[config.mk]
export PLATFORM = sky130hd
export DESIGN_NAME = register_file_mp
export DESIGN_NICKNAME = d
export VERILOG_FILES = /design/src/rtl/register_file_mp.sv
export SDC_FILE = /design/constraint.sdc
export NUM_CORES = 1
export LEC_CHECK = 0
export BUFFER_PORTS_ARGS = -buffer_cell sky130_fd_sc_hd__buf_2
export CAP_MARGIN = 20
export CORE_ASPECT_RATIO = 1.5
export CORE_MARGIN = 2
export CORE_UTILIZATION = 30
export CTS_BUF_LIST = sky130_fd_sc_hd__clkbuf_8 sky130_fd_sc_hd__clkbuf_16
export CTS_CLUSTER_DIAMETER = 50
export DETAILED_ROUTE_END_ITERATION = 12
export HOLD_SLACK_MARGIN = 0.02
export SYNTH_ARGS = -nofsm -noshare
export SYNTH_HDL_FRONTEND = slang
export SYNTH_SLANG_ARGS = --single-unit
[constraint.sdc]
create_clock -name clock -period 14.8 [get_ports clock]
set_input_delay 2.22 -clock clock [delete_from_list [all_inputs] [get_ports clock]]
set_output_delay 2.22 -clock clock [all_outputs]
set_load 0.01 [all_outputs]
[src/rtl/register_file_mp.sv]
// register_file_mp: parametrised multi-read-port register file with
// registered reads, a post-reset init sweep and entry 0 hardwired to zero.
// Optional build macro REGFILE_BYPASS_EN forwards a same-cycle write to any
// read or debug port addressing the written entry.
module register_file_mp #(
  parameter int unsigned XLEN       = 32,
  parameter int unsigned NREGS      = 32,
  parameter int unsigned NREAD      = 2,
  parameter int unsigned INIT_INDEX = 1
) (
  input  logic                              clock,
  input  logic                              reset,
  input  logic [NREAD*$clog2(NREGS)-1:0]    read_address,
  input  logic [NREAD-1:0]                  read_enable,
  output logic [NREAD*XLEN-1:0]             data_out,
  input  logic                              write_enable,
  input  logic [$clog2(NREGS)-1:0]          write_address,
  input  logic [XLEN-1:0]                   write_data_in,
  input  logic [$clog2(NREGS)-1:0]          read_address_debug,
  output logic [XLEN-1:0]                   data_out_debug,
  output logic                              init_busy
);

  localparam int unsigned AW = $clog2(NREGS);

  localparam logic [1:0] INIT  = 2'd0;
  localparam logic [1:0] SWEEP = 2'd1;
  localparam logic [1:0] RUN   = 2'd2;

  logic [1:0]      state;
  logic [AW-1:0]   ptr;
  logic [XLEN-1:0] mem [NREGS];
  logic [XLEN-1:0] init_value;
  logic [XLEN-1:0] port_value [NREAD];
  logic [XLEN-1:0] debug_value;
  logic            run_write;

  // Value a read of addr would register this cycle: stored data, optionally
  // overridden by the in-flight write, and forced to zero for entry 0.
  function automatic logic [XLEN-1:0] select_value(
    input logic [AW-1:0]   addr,
    input logic [XLEN-1:0] stored,
    input logic            wr_hit,
    input logic [XLEN-1:0] wr_data
  );
    logic [XLEN-1:0] value;
    value = stored;
`ifdef REGFILE_BYPASS_EN
    if (wr_hit) value = wr_data;
`else
    if (wr_hit && 1'b0) value = wr_data;
`endif
    if (addr == '0) value = '0;
    return value;
  endfunction

  assign init_busy = (state != RUN);

  // Accepted write and per-entry init value for the sweep
  always_comb begin
    run_write  = (state == RUN) && write_enable && (write_address != '0);
    init_value = (INIT_INDEX != 0) ? XLEN'(ptr) : '0;
  end

  // Next-cycle read values for every port and the debug port
  always_comb begin
    for (int unsigned k = 0; k < NREAD; k++) begin
      port_value[k] = select_value(read_address[k*AW +: AW],
                                   mem[read_address[k*AW +: AW]],
                                   run_write && (read_address[k*AW +: AW] == write_address),
                                   write_data_in);
    end
    debug_value = select_value(read_address_debug,
                               mem[read_address_debug],
                               run_write && (read_address_debug == write_address),
                               write_data_in);
  end

  // Control FSM: INIT while reset, then one entry per cycle, then RUN
  always_ff @(posedge clock) begin
    if (reset) begin
      state <= INIT;
      ptr   <= '0;
    end else begin
      case (state)
        INIT: begin
          state <= SWEEP;
          ptr   <= '0;
        end
        SWEEP: begin
          ptr <= ptr + AW'(1);
          if (ptr == '1) state <= RUN;
        end
        RUN:     state <= RUN;
        default: state <= INIT;
      endcase
    end
  end

  // Storage: sweep writes take priority; user writes only in RUN
  always_ff @(posedge clock) begin
    if (!reset) begin
      if (state == SWEEP) begin
        mem[ptr] <= init_value;
      end else if (run_write) begin
        mem[write_address] <= write_data_in;
      end
    end
  end

  // Registered read ports; held at zero until the sweep has finished
  always_ff @(posedge clock) begin
    if (reset || (state != RUN)) begin
      data_out       <= '0;
      data_out_debug <= '0;
    end else begin
      for (int unsigned k = 0; k < NREAD; k++) begin
        if (read_enable[k]) data_out[k*XLEN +: XLEN] <= port_value[k];
      end
      data_out_debug <= debug_value;
    end
  end

endmodule

==> impl_summary.log <==
[metrics] total of hold buffers inserted after clock tree synthesis: 0
[metrics] number of detailed-route iterations in the first pass: 7
[metrics] result of the run: completed
[metrics] TritonCTS clock tree: built
[metrics] Tightest Hold Check Type: register to register
[metrics] final period demand of the worst path: approximately 5700 ps
[metrics] cell leakage power: 23.6 nW
[metrics] total gr overflow: 0
[metrics] post-cts sizing count: 0
[metrics] synthesized netlist cell count: between 3k and 4k
[metrics] crit-path max cell delay: around 890 ps
[metrics] final hold viol count: 0
[metrics] buffers inserted during post-CTS setup optimization: 0
[metrics] area growth from synthesis to layout: 14.1%
[metrics] Buffers & Inverters on Critical Path: 4
[metrics] fraction of final layout cells with drive strength greater than 1: between 30% and 40%
[metrics] largest cells by area after synthesis: sky130_fd_sc_hd__edfxtp_1 (51%), sky130_fd_sc_hd__mux4_2 (21%), sky130_fd_sc_hd__mux2i_1 (7.8%), sky130_fd_sc_hd__dfxtp_1 (3.4%), sky130_fd_sc_hd__mux2_2 (1.8%)
[metrics] Clock H-tree levels: 4
[metrics] number of nets with antenna violations after detailed routing: 0
[metrics] cell type with the highest occurrence count on the critical path: sky130_fd_sc_hd__buf_4
[metrics] actual slew at the worst max-slew pin: 1290 ps
[metrics] Final Net Count: between 3k and 4k
[metrics] number of instances on the worst hold path: 2
[metrics] Most used DFF post-synth: sky130_fd_sc_hd__edfxtp_1
[metrics] clock root buffer: sky130_fd_sc_hd__clkbuf_16
[metrics] FF-to-FF setup slack: 10790 ps
[metrics] path depth of the worst reg2reg path: 7
[metrics] number of buffers added by the clock tree synthesis step: roughly 140
[metrics] TritonCTS sink count: around 1.1k
[metrics] list of cells traversed by the critical path: buf_8, buf_4, buf_4, buf_4, mux2_2, o22ai_1, o31ai_1, o2111a_1
[metrics] area of the multi-input gates: around 25000 um2
[metrics] total negative setup slack: 0 ps
[metrics] die width: 369 um
[metrics] Post-Route WL: between 200 and 250 mm
[metrics] power density over the cells: between 100 and 150 nW/um2
[metrics] Synth Net Count: around 3.7k
[metrics] hold_sp: state[0]
[metrics] detailed placement HPWL: ~130 mm
[metrics] type of origin of the critical path: input port
[metrics] Critical Path Stages: 8
[metrics] pre-CTS setup slack: about 8300 ps
[metrics] row cnt: 200
[metrics] cell with the most instances after synthesis: sky130_fd_sc_hd__edfxtp_1
[metrics] area share of the leading cell type in the synthesized netlist: around half
[metrics] total power after layout: roughly 7.9 mW
[metrics] antenna violations before repair: 28
[metrics] GPL Wtd Cong: roughly 0.85
[metrics] worst relative slew slack: between 10% and 20%
[metrics] start-to-end type of the worst setup path: input port to register
[metrics] area of the core: 198000 um2
[metrics] post-detailed-route via-to-cell ratio: 6.31
[metrics] global-route usage over all layers: between 20 and 25%
[metrics] count of maximum capacitance violations: 0
[metrics] Yosys top cell by area: sky130_fd_sc_hd__edfxtp_1
[metrics] maximum net fanout on the critical path: 88
[metrics] distinct cell type count of the synthesized netlist: 56
[metrics] Max clock buf depth: 3
[metrics] wire length of the first global-routing pass: 321 mm
[metrics] post-synth design cell area: around 60000 um2
[metrics] post-synthesis async set-or-reset flop share: 0%
[metrics] number of global-route vias before repair: roughly 40k
[metrics] fmax: roughly 170 MHz
[metrics] arrival time at the worst endpoint: about 6400 ps
[metrics] reg2reg start: state[1]
[metrics] starting density of the core: 30.2%
[metrics] crit-path leading delay family: buffers and inverters
[metrics] overall die area: around 200000 um2
[metrics] CP max stage cell: sky130_fd_sc_hd__buf_4
[metrics] worst path required time: 15450 ps
[metrics] warning count from the yosys run: 0
[metrics] routed wire length per instance: 36.7 um
[metrics] critical path capture point type: register
[metrics] Clock Skew: around 36 ps
[metrics] drt first-iter violations: approximately 6k
[metrics] final critical-path setup slack: slightly above 9000 ps
[metrics] Synth Area per Inst: 16.6 um2
[metrics] proportion of synthesized chip area in sequential cells: roughly 55%
[metrics] Clock transition at path regs: 60 ps
[metrics] floorplan die height: between 500 and 600 um
[metrics] hold worst-path end: state[0]
[metrics] detailed-route DRC error count: 0
[metrics] number of setup violations in the final report: 0
[metrics] count of filler cells inserted in the layout: about 19k
[metrics] total vias in the final route: ~40k
[metrics] FF+latch count, synth: around 1.1k
[metrics] IO Port Bufs: between 150 and 200
[metrics] number of max-slew violations in the final report: 0
[metrics] Peak supply drop: roughly 0.12 mV
[metrics] later-pin clock latency in the skew report: ~800 ps
[metrics] unrepaired setup endpoints after global routing: no
[metrics] capture instance of the worst register-to-register path: mem[22][15]
[metrics] ranking of synthesized cells by instance count: sky130_fd_sc_hd__edfxtp_1 (1024), sky130_fd_sc_hd__mux4_2 (562), sky130_fd_sc_hd__mux2i_1 (464)
[metrics] EDFF count, synth: approximately 1.0k
[metrics] maximum number of pins on one net before global-route repair: roughly 110
[metrics] num ports: 154
[metrics] share of the clock period used by the worst path: 38.8%
[metrics] sequential cell area: 32800 um2
-- area by class of cell --
type / instances / share of cell area [%]
sequential: 1127 / 48.1
multi-input combinational: 2121 / 37.3
clock buffer: 148 / 5.33
tap: 2626 / 4.81
timing repair buffer: 277 / 3.01
clock inverter: 103 / 1.37
inverter: 9 / 0.0495
antenna: 3 / 0.0110
-- metal layers --
layer  up-vias  wire [um]  track usage (%)
met5         -         45                0
li1      15500          -                -
met1     21400      85600             28.6
met2      2935     110000             36.3
met4         6      13800             12.0
met3       716      26500             5.07
-- how the worst max path moves through the flow --
stage                          start                  to
2_1_floorplan                  reset          mem[27][0]
3_3_place_gp   read_address_debug[1]  data_out_debug[27]
3_5_place_dp   read_address_debug[1]  data_out_debug[27]
4_1_cts        read_address_debug[1]  data_out_debug[27]
5_1_grt        read_address_debug[1]  data_out_debug[27]
6_report       read_address_debug[1]  data_out_debug[27]
-- cells by family after synthesis --
family / Yosys count / share of synthesized area [%]
flip-flops: 1127 / 54.8
multiplexers: 1122 / 30.7
AO/OA/AOI/OAI: 658 / 8.29
buffers and inverters: 348 / 3.18
AND/OR/NAND/NOR: 335 / 2.85
adder cells (fa/ha/maj): 5 / 0.105
XOR/XNOR: 1 / 0.0146
-- registers in the layout (all words and copies together) (netlist names) --
name,cells
data_out,64
mem,1024
data_out_debug,32
state,2
ptr,5
-- through the flow --
stage | instance area [um2] | hold WS, ps | instances | utilization [%]
floorplan | 59800 | 487 | 3596 | -
global placement | 63300 | 508 | 6145 | 31.9
detailed placement | 63400 | 528 | 6148 | 32.0
CTS | 67900 | 541 | 6399 | 34.3
global route | 68200 | 570 | 6412 | 34.4
finish | 68300 | 533 | 6414 | 34.4
-- placed cells by master, fill, tap and decap left out, types with 21 or more instances in the layout --
cell type	instances
sky130_fd_sc_hd__o211ai_1	49
sky130_fd_sc_hd__mux4_2	562
sky130_fd_sc_hd__a32oi_1	64
sky130_fd_sc_hd__nand2_1	68
sky130_fd_sc_hd__buf_2	143
sky130_fd_sc_hd__nand3_1	68
sky130_fd_sc_hd__o22ai_1	57
sky130_fd_sc_hd__a22oi_1	33
sky130_fd_sc_hd__clkbuf_16	144
sky130_fd_sc_hd__a21oi_1	21
sky130_fd_sc_hd__nor2_4	21
sky130_fd_sc_hd__nor2_1	45
sky130_fd_sc_hd__o31ai_1	48
sky130_fd_sc_hd__mux2i_1	464
sky130_fd_sc_hd__a22o_1	110
sky130_fd_sc_hd__dfxtp_1	103
sky130_fd_sc_hd__o21ai_0	38
sky130_fd_sc_hd__buf_4	108
sky130_fd_sc_hd__o21ai_1	50
sky130_fd_sc_hd__a211oi_1	73
sky130_fd_sc_hd__inv_1	37
sky130_fd_sc_hd__and2_1	27
sky130_fd_sc_hd__nor2b_1	53
sky130_fd_sc_hd__o21a_1	26
sky130_fd_sc_hd__edfxtp_1	1024
sky130_fd_sc_hd__a31o_1	48
sky130_fd_sc_hd__mux2_2	96
-- where the power goes --
part | internal [mW] | switching [mW]
combinational | 0.326 | 0.546
sequential | 3.53 | 0.0596
clock | 2.01 | 1.40
-- tightest hold or removal path: stages (launching register included) --
cell	delay [ps]
sky130_fd_sc_hd__dfxtp_1	350
sky130_fd_sc_hd__mux2i_1	80
sky130_fd_sc_hd__nor2_1	70
Note: power is estimated with default switching activity, not from simulation.
